--- src/rtl/demux_1_2_27_bits.sv ---
// Registered 1-to-2 steering stage for 27-bit mantissa words, one holding register per output.
// Optional DEMUX_COUNT_EN adds per-output delivered-word counters (out_0_count, out_1_count).
module demux_1_2_27_bits (
  input  logic        clk,
  input  logic        rst_n,
  input  logic        in_valid,
  output logic        in_ready,
  input  logic [26:0] in_data,
  input  logic        select,
  output logic        out_0_valid,
  input  logic        out_0_ready,
  output logic [26:0] out_0_data,
  output logic        out_1_valid,
  input  logic        out_1_ready,
  output logic [26:0] out_1_data
`ifdef DEMUX_COUNT_EN
  ,
  output logic [15:0] out_0_count,
  output logic [15:0] out_1_count
`endif
);

  // Handshake: a word moves on any edge where valid && ready are both 1 on that
  // interface; the producer holds valid and data stable until that edge.
  typedef enum logic {
    EMPTY = 1'b0,
    FULL  = 1'b1
  } chan_state_t;

  chan_state_t state_0_q, state_0_d;
  chan_state_t state_1_q, state_1_d;

  logic take_0, take_1;
  logic drain_0, drain_1;

  // in_ready looks only at the selected channel so the other one can stall freely.
  assign in_ready = select ? (!out_1_valid || out_1_ready)
                           : (!out_0_valid || out_0_ready);

  // in_valid gates first so an unknown select or data while idle is never loaded.
  assign take_0  = in_valid && in_ready && (select == 1'b0);
  assign take_1  = in_valid && in_ready && (select == 1'b1);
  assign drain_0 = out_0_valid && out_0_ready;
  assign drain_1 = out_1_valid && out_1_ready;

  always_ff @(posedge clk or negedge rst_n) begin
    if (!rst_n) begin
      state_0_q  <= EMPTY;
      state_1_q  <= EMPTY;
      out_0_data <= 27'd0;
      out_1_data <= 27'd0;
    end else begin
      state_0_q <= state_0_d;
      state_1_q <= state_1_d;
      if (take_0) out_0_data <= in_data;
      if (take_1) out_1_data <= in_data;
    end
  end

  always_comb begin
    state_0_d = state_0_q;
    case (state_0_q)
      EMPTY:   if (take_0) state_0_d = FULL;
      FULL:    if (drain_0 && !take_0) state_0_d = EMPTY;
      default: state_0_d = EMPTY;
    endcase
  end

  always_comb begin
    state_1_d = state_1_q;
    case (state_1_q)
      EMPTY:   if (take_1) state_1_d = FULL;
      FULL:    if (drain_1 && !take_1) state_1_d = EMPTY;
      default: state_1_d = EMPTY;
    endcase
  end

  // The channel state is visible directly as its valid output.
  always_comb begin
    out_0_valid = (state_0_q == FULL);
    out_1_valid = (state_1_q == FULL);
  end

`ifdef DEMUX_COUNT_EN
  always_ff @(posedge clk or negedge rst_n) begin
    if (!rst_n) begin
      out_0_count <= 16'd0;
      out_1_count <= 16'd0;
    end else begin
      if (drain_0) out_0_count <= out_0_count + 16'd1;
      if (drain_1) out_1_count <= out_1_count + 16'd1;
    end
  end
`endif

endmodule

--- config.mk ---
export PLATFORM = sky130hd
export DESIGN_NAME = demux_1_2_27_bits
export DESIGN_NICKNAME = d
export VERILOG_FILES = /design/src/rtl/demux_1_2_27_bits.sv
export SDC_FILE = /design/constraint.sdc
export NUM_CORES = 1
export LEC_CHECK = 0
export BUFFER_PORTS_ARGS = -buffer_cell sky130_fd_sc_hd__buf_2
export CAP_MARGIN = 20
export CORE_MARGIN = 3
export CORE_UTILIZATION = 48
export CTS_BUF_LIST = sky130_fd_sc_hd__clkbuf_4 sky130_fd_sc_hd__clkbuf_8
export DETAILED_ROUTE_END_ITERATION = 8
export PLACE_DENSITY = 0.79
export SYNTH_ARGS = -nofsm -noshare
export SYNTH_HDL_FRONTEND = slang
export SYNTH_SLANG_ARGS = --single-unit
--- constraint.sdc ---
create_clock -name clk -period 2.3 [get_ports clk]
set_input_delay 0.46 -clock clk [delete_from_list [all_inputs] [get_ports clk]]
set_output_delay 0.46 -clock clk [all_outputs]
set_load 0.02 [all_outputs]
==> Yosys cells after proc, flatten, opt, wreduce, memory -nomap -nowiden <==
Index checks and enable logic that the tools add are counted.
W data, S select, Z words.
{ "totals": {"mem_bits_rw": 0, "word_cells": 27, "romBits": 0, "register_bits": 56, "n_memories": 0, "latchBits": 0, "output_inout_bits": 57, "inputBits": 33} }
{ "classes": {"bitwise": 3, "mul": 0, "div_mod_pow": 0, "reduce_logical": 13, "shift": 0, "addsub": 0, "n_lt_le_gt_ge": 0, "n_mux": 7, "n_eq_ne": 0} }
{ "op_table": {"columns": ["cell", "count"], "rows": [
  ["$logic_and A1 B1 Y1", 7],
  ["$mux W1", 5],
  ["$logic_not A1 Y1", 4],
  ["$pmux W1 S2", 2],
  ["$not A1 Y1", 3],
  ["$logic_or A1 B1 Y1", 2]
]} }

==> Logic depth before layout (Yosys ltp) <==
{ "logic_depth": {"ltp_word": 9, "ltp_mapped": 5} }

==> Least setup slack after synthesis <==
No wires, ideal clock.
{ "synth_timing": {"kind": "register -> output", "from": "register state_1_q, in the netlist out_1_valid", "to": "output in_ready", "slack_ns": 0.858, "n_path_buf": 0, "arrival_time_ns": 0.982, "required_time_ns": 1.840, "path_stages_with_launch": 3, "cell_sequence": "dfrtp_1 -> nor2b_4 -> a21oi_1"} }
{ "synth_via": {"elab_chain_cells": 3} }
{ "synth_rtl": {"columns": ["item", "line", "text"], "rows": [
  ["start: declaration", "31", "chan_state_t state_1_q, state_1_d;"],
  ["start signal: assignment", "54", "state_1_q <= state_1_d;"],
  ["$logic_not A1 Y1", "37", "assign in_ready = select ? (!out_1_valid || out_1_ready)"],
  ["$logic_or A1 B1 Y1", "37", null],
  ["$mux W1", "37", null],
  ["end: declaration", "7", "output logic in_ready,"]
]} }
Every way passes these cells.

==> Worst setup path after layout <==
Ends and elaborated chain as after synthesis.

==> reports/results.tsv <==
stage	metric	value	unit
cts	CTS Buf Count	5	
worst_setup_path	Startpoint Class	register	
floorplan	die width	76.0	um
timing	Setup TNS	0	ns
timing	f_max	616	MHz
worst_setup_path	Worst setup EP type	primary output	
floorplan	die height	76.0	um
timing	Period minus WS final	1.62	ns
layout	layout cells sized above 1	0.718	
logic_synthesis	dominant cells by area after synthesis	dfrtp_1, mux2_4, mux2_2	
power	P_leak	1.51	nW
run_status	status	finished, final reports clean	
cts	post-CTS sizing	0	
timing	final setup margin	0.678	ns
grt	Most Crowded Layer GR	met2	
cts	Sink Count	56	
timing	RSZ-0062 raised after global routing	no	
cts	H-tree levels	2	
grt	first-pass GRT wire length	6840	um
logic_synthesis	area leader, netlist	dfrtp_1	
timing	Worst Tran Pin Value	0.576	ns
logic_synthesis	Post-Synth Adder-Cell Area	0	
logic_synthesis	largest family of logic cells by synthesized area	multiplexers	
timing	worst rel slew slack	0.616	
logic_synthesis	Mean Syn Cell Area	18.8	um^2
grt	initial antenna violation count	0	
layout	fillers	348	
logic_synthesis	Synth Area in Simple Gates	0.0362	
worst_setup_path	Critical Path Fanout Max	3	
floorplan	Std-Cell Rows	24	
worst_setup_path	crit-path cells	nor2b_4 > a21oi_1 > buf_2	
worst_setup_path	Crit Path Class	register to primary output	
floorplan	io pins	90	
grt	global routing usage on met1	0.209	
layout	Post-layout nets	250	
logic_synthesis	xor/xnor share of the synthesized area	0	
worst_setup_path	crit path DAT	1.16	ns
worst_setup_path	Crit path required time	1.84	ns
worst_setup_path	CP max stage delay	0.39	ns
timing	fin crit share	0.705	
logic_synthesis	synthesized instance count	125	
timing	worst clock skew	0.00543	ns
timing	# setup viols final	0	
worst_setup_path	Worst Path Buf+Inv	1	
layout	Reg area	0.00140	mm^2
worst_setup_path	r2r setup slk	0.76	ns
worst_setup_path	Crit-path slowest cell	dfrtp_1	
routing	drt initial violations	37	
placed_design	Port Buffers	89	
logic_synthesis	synthesized area	0.00235	mm^2
logic_synthesis	top-area cell type share of the netlist area	0.596	
grt	global-route met3 utilization	0.0427	
cts	hold_buf cts	0	
layout	diode count	0	
layout	Util after Layout	0.640	
run	Max-Cap Viols	0	
placed_design	pre-CTS setup slack	0.598	ns
placed_design	GPL Wtd Cong	0.692	
cts	clock-pin slew on the worst setup and hold paths	0.08	ns
power	VDD IR max	0.439	mV
cts	CTS root buffer	clkbuf_8	
routing	Via Count	1288	
timing	Final Max Slew Viols	0	
layout	synthesis-to-finish area growth	23.6	%
grt	gr ovfl total	0	
logic_synthesis	Netlist cell types	15	
grt	largest net degree at the start of global routing	34	
floorplan	Initial Utilization	0.518	
routing	Routed Antenna Nets	0	
grt	gr usage total	0.148	
routing	Residual DRC	0	
power	Pwr Density	900	mW/mm^2
cts	CTS tree	done	
logic_synthesis	Synth Register Bits	56	
cts	clk_lat worst skew	0.29	ns
worst_hold_path	path type of the worst min-delay path	primary input to async pin	
timing	Fin. Hold Viols	0	
logic_synthesis	syn nets	158	
logic_synthesis	Yosys warnings	0	
cts	post-CTS setup buffers	0	
logic_synthesis	mux cell area share after synthesis	0.323	
grt	number of global-route vias before repair	1359	
layout	area of the multi-input gates	853	um^2
routing	DRT Pass-1 Iters	3	
worst_setup_path	Top delay family on crit path	flip-flops	
routing	Routed WL	4030	um
placed_design	HPWL Detailed	3030	um
floorplan	area of the die	0.00577	mm^2
routing	routed len/inst	14.3	um
grt	met2 Usage GRT	0.220	
routing	DR vias/cell	4.58	
logic_synthesis	Compound-Gate Fraction of Synth Area	0.00426	
floorplan	core footprint	0.00453	mm^2
logic_synthesis	sequential area share after synthesis	0.596	
cts	CTS Buffer Depth	2	
[cells in the mapped netlist (all sizes together)]
library cell	n
a21oi	1
buf	5
dfrtp	56
inv	1
mux2	54
nand2	1
nand2b	1
nand3b	1
nor2	2
nor2b	1
o21ai	1
or2b	1
[routing by layer]
metal	up-vias	wire (um)
met5	-	0
met4	0	44
met3	7	348
met2	66	1710
met1	601	1930
li1	614	-
[through the flow]
step	hold slack, ns	power [W]	area (um^2)	cells
6_report	0.142	0.00261	2900	281
5_1_grt	0.180	0.00275	2900	281
4_1_cts	0.153	0.00265	2900	281
3_5_place_dp	0.479	0.00206	2810	275
3_3_place_gp	0.475	0.00204	2810	275
2_1_floorplan	0.164	0.00179	2350	125
[layout by cell type (no fill, tap or decap)]
master | synthesis | final
a21oi_1 | 1 | 1
buf_12 | 4 | 1
buf_2 | 0 | 89
bufinv_16 | 0 | 1
clkbuf_8 | 0 | 5
dfrtp_1 | 56 | 56
inv_1 | 1 | 1
mux2_2 | 14 | 14
mux2_4 | 40 | 40
nand2_2 | 1 | 1
nand2b_4 | 1 | 1
nand3b_4 | 1 | 1
nor2_1 | 1 | 1
nor2_8 | 1 | 1
nor2b_4 | 1 | 1
o21ai_0 | 1 | 1
or2b_1 | 1 | 1
[worst register-to-register path, stage by stage, from the launching register on]
cell	delay (ns)
dfrtp_1	0.39
nor2b_4	0.16
nor2_8	0.47
mux2_2	0.41
[cell type report]
class	instances	area share
clock buffers	5	0.0237
clock inverters	1	0.0103
inverters	1	0.00129
multi-input cells	63	0.294
flip-flops and latches	56	0.483
well taps	65	0.0280
repair buffers	90	0.160
[worst paths after layout]
| check | start | endpoint | depth (start not counted) |
|---|---|---|---|
| min in group clk | in_data[7] | out_1_data[7]$_DFFE_PN0P_ | 2 |
| max in group asynchronous | rst_n | out_0_data[9]$_DFFE_PN0P_ | 2 |
| min reg2reg | out_0_data[20]$_DFFE_PN0P_ | out_0_data[20]$_DFFE_PN0P_ | 1 |
| min | rst_n | out_0_data[25]$_DFFE_PN0P_ | 1 |
| max | out_1_valid$_DFF_PN0_ | in_ready | 3 |
| max reg2reg | out_1_valid$_DFF_PN0_ | out_1_data[26]$_DFFE_PN0P_ | 3 |
[sequential cells by signal, summed over array words and instances (netlist names)]
register     flops
out_0_data      27
out_0_valid      1
out_1_data      27
out_1_valid      1
[cells by family after synthesis]
family | count (synthesis)
muxes | 54
DFF | 56
and+or+nand+nor | 7
buffers and inverters | 6
AOI/OAI and AO/OA | 2
[power by group]
group	internal [W]	total (W)	switching [W]
clock network	0.000313	0.000584	0.000271
registers	0.00116	0.00126	0.0000987
logic	0.000365	0.000770	0.000404
total	0.00184	0.00261	0.000775
Note: power is estimated with default switching activity, not from simulation.
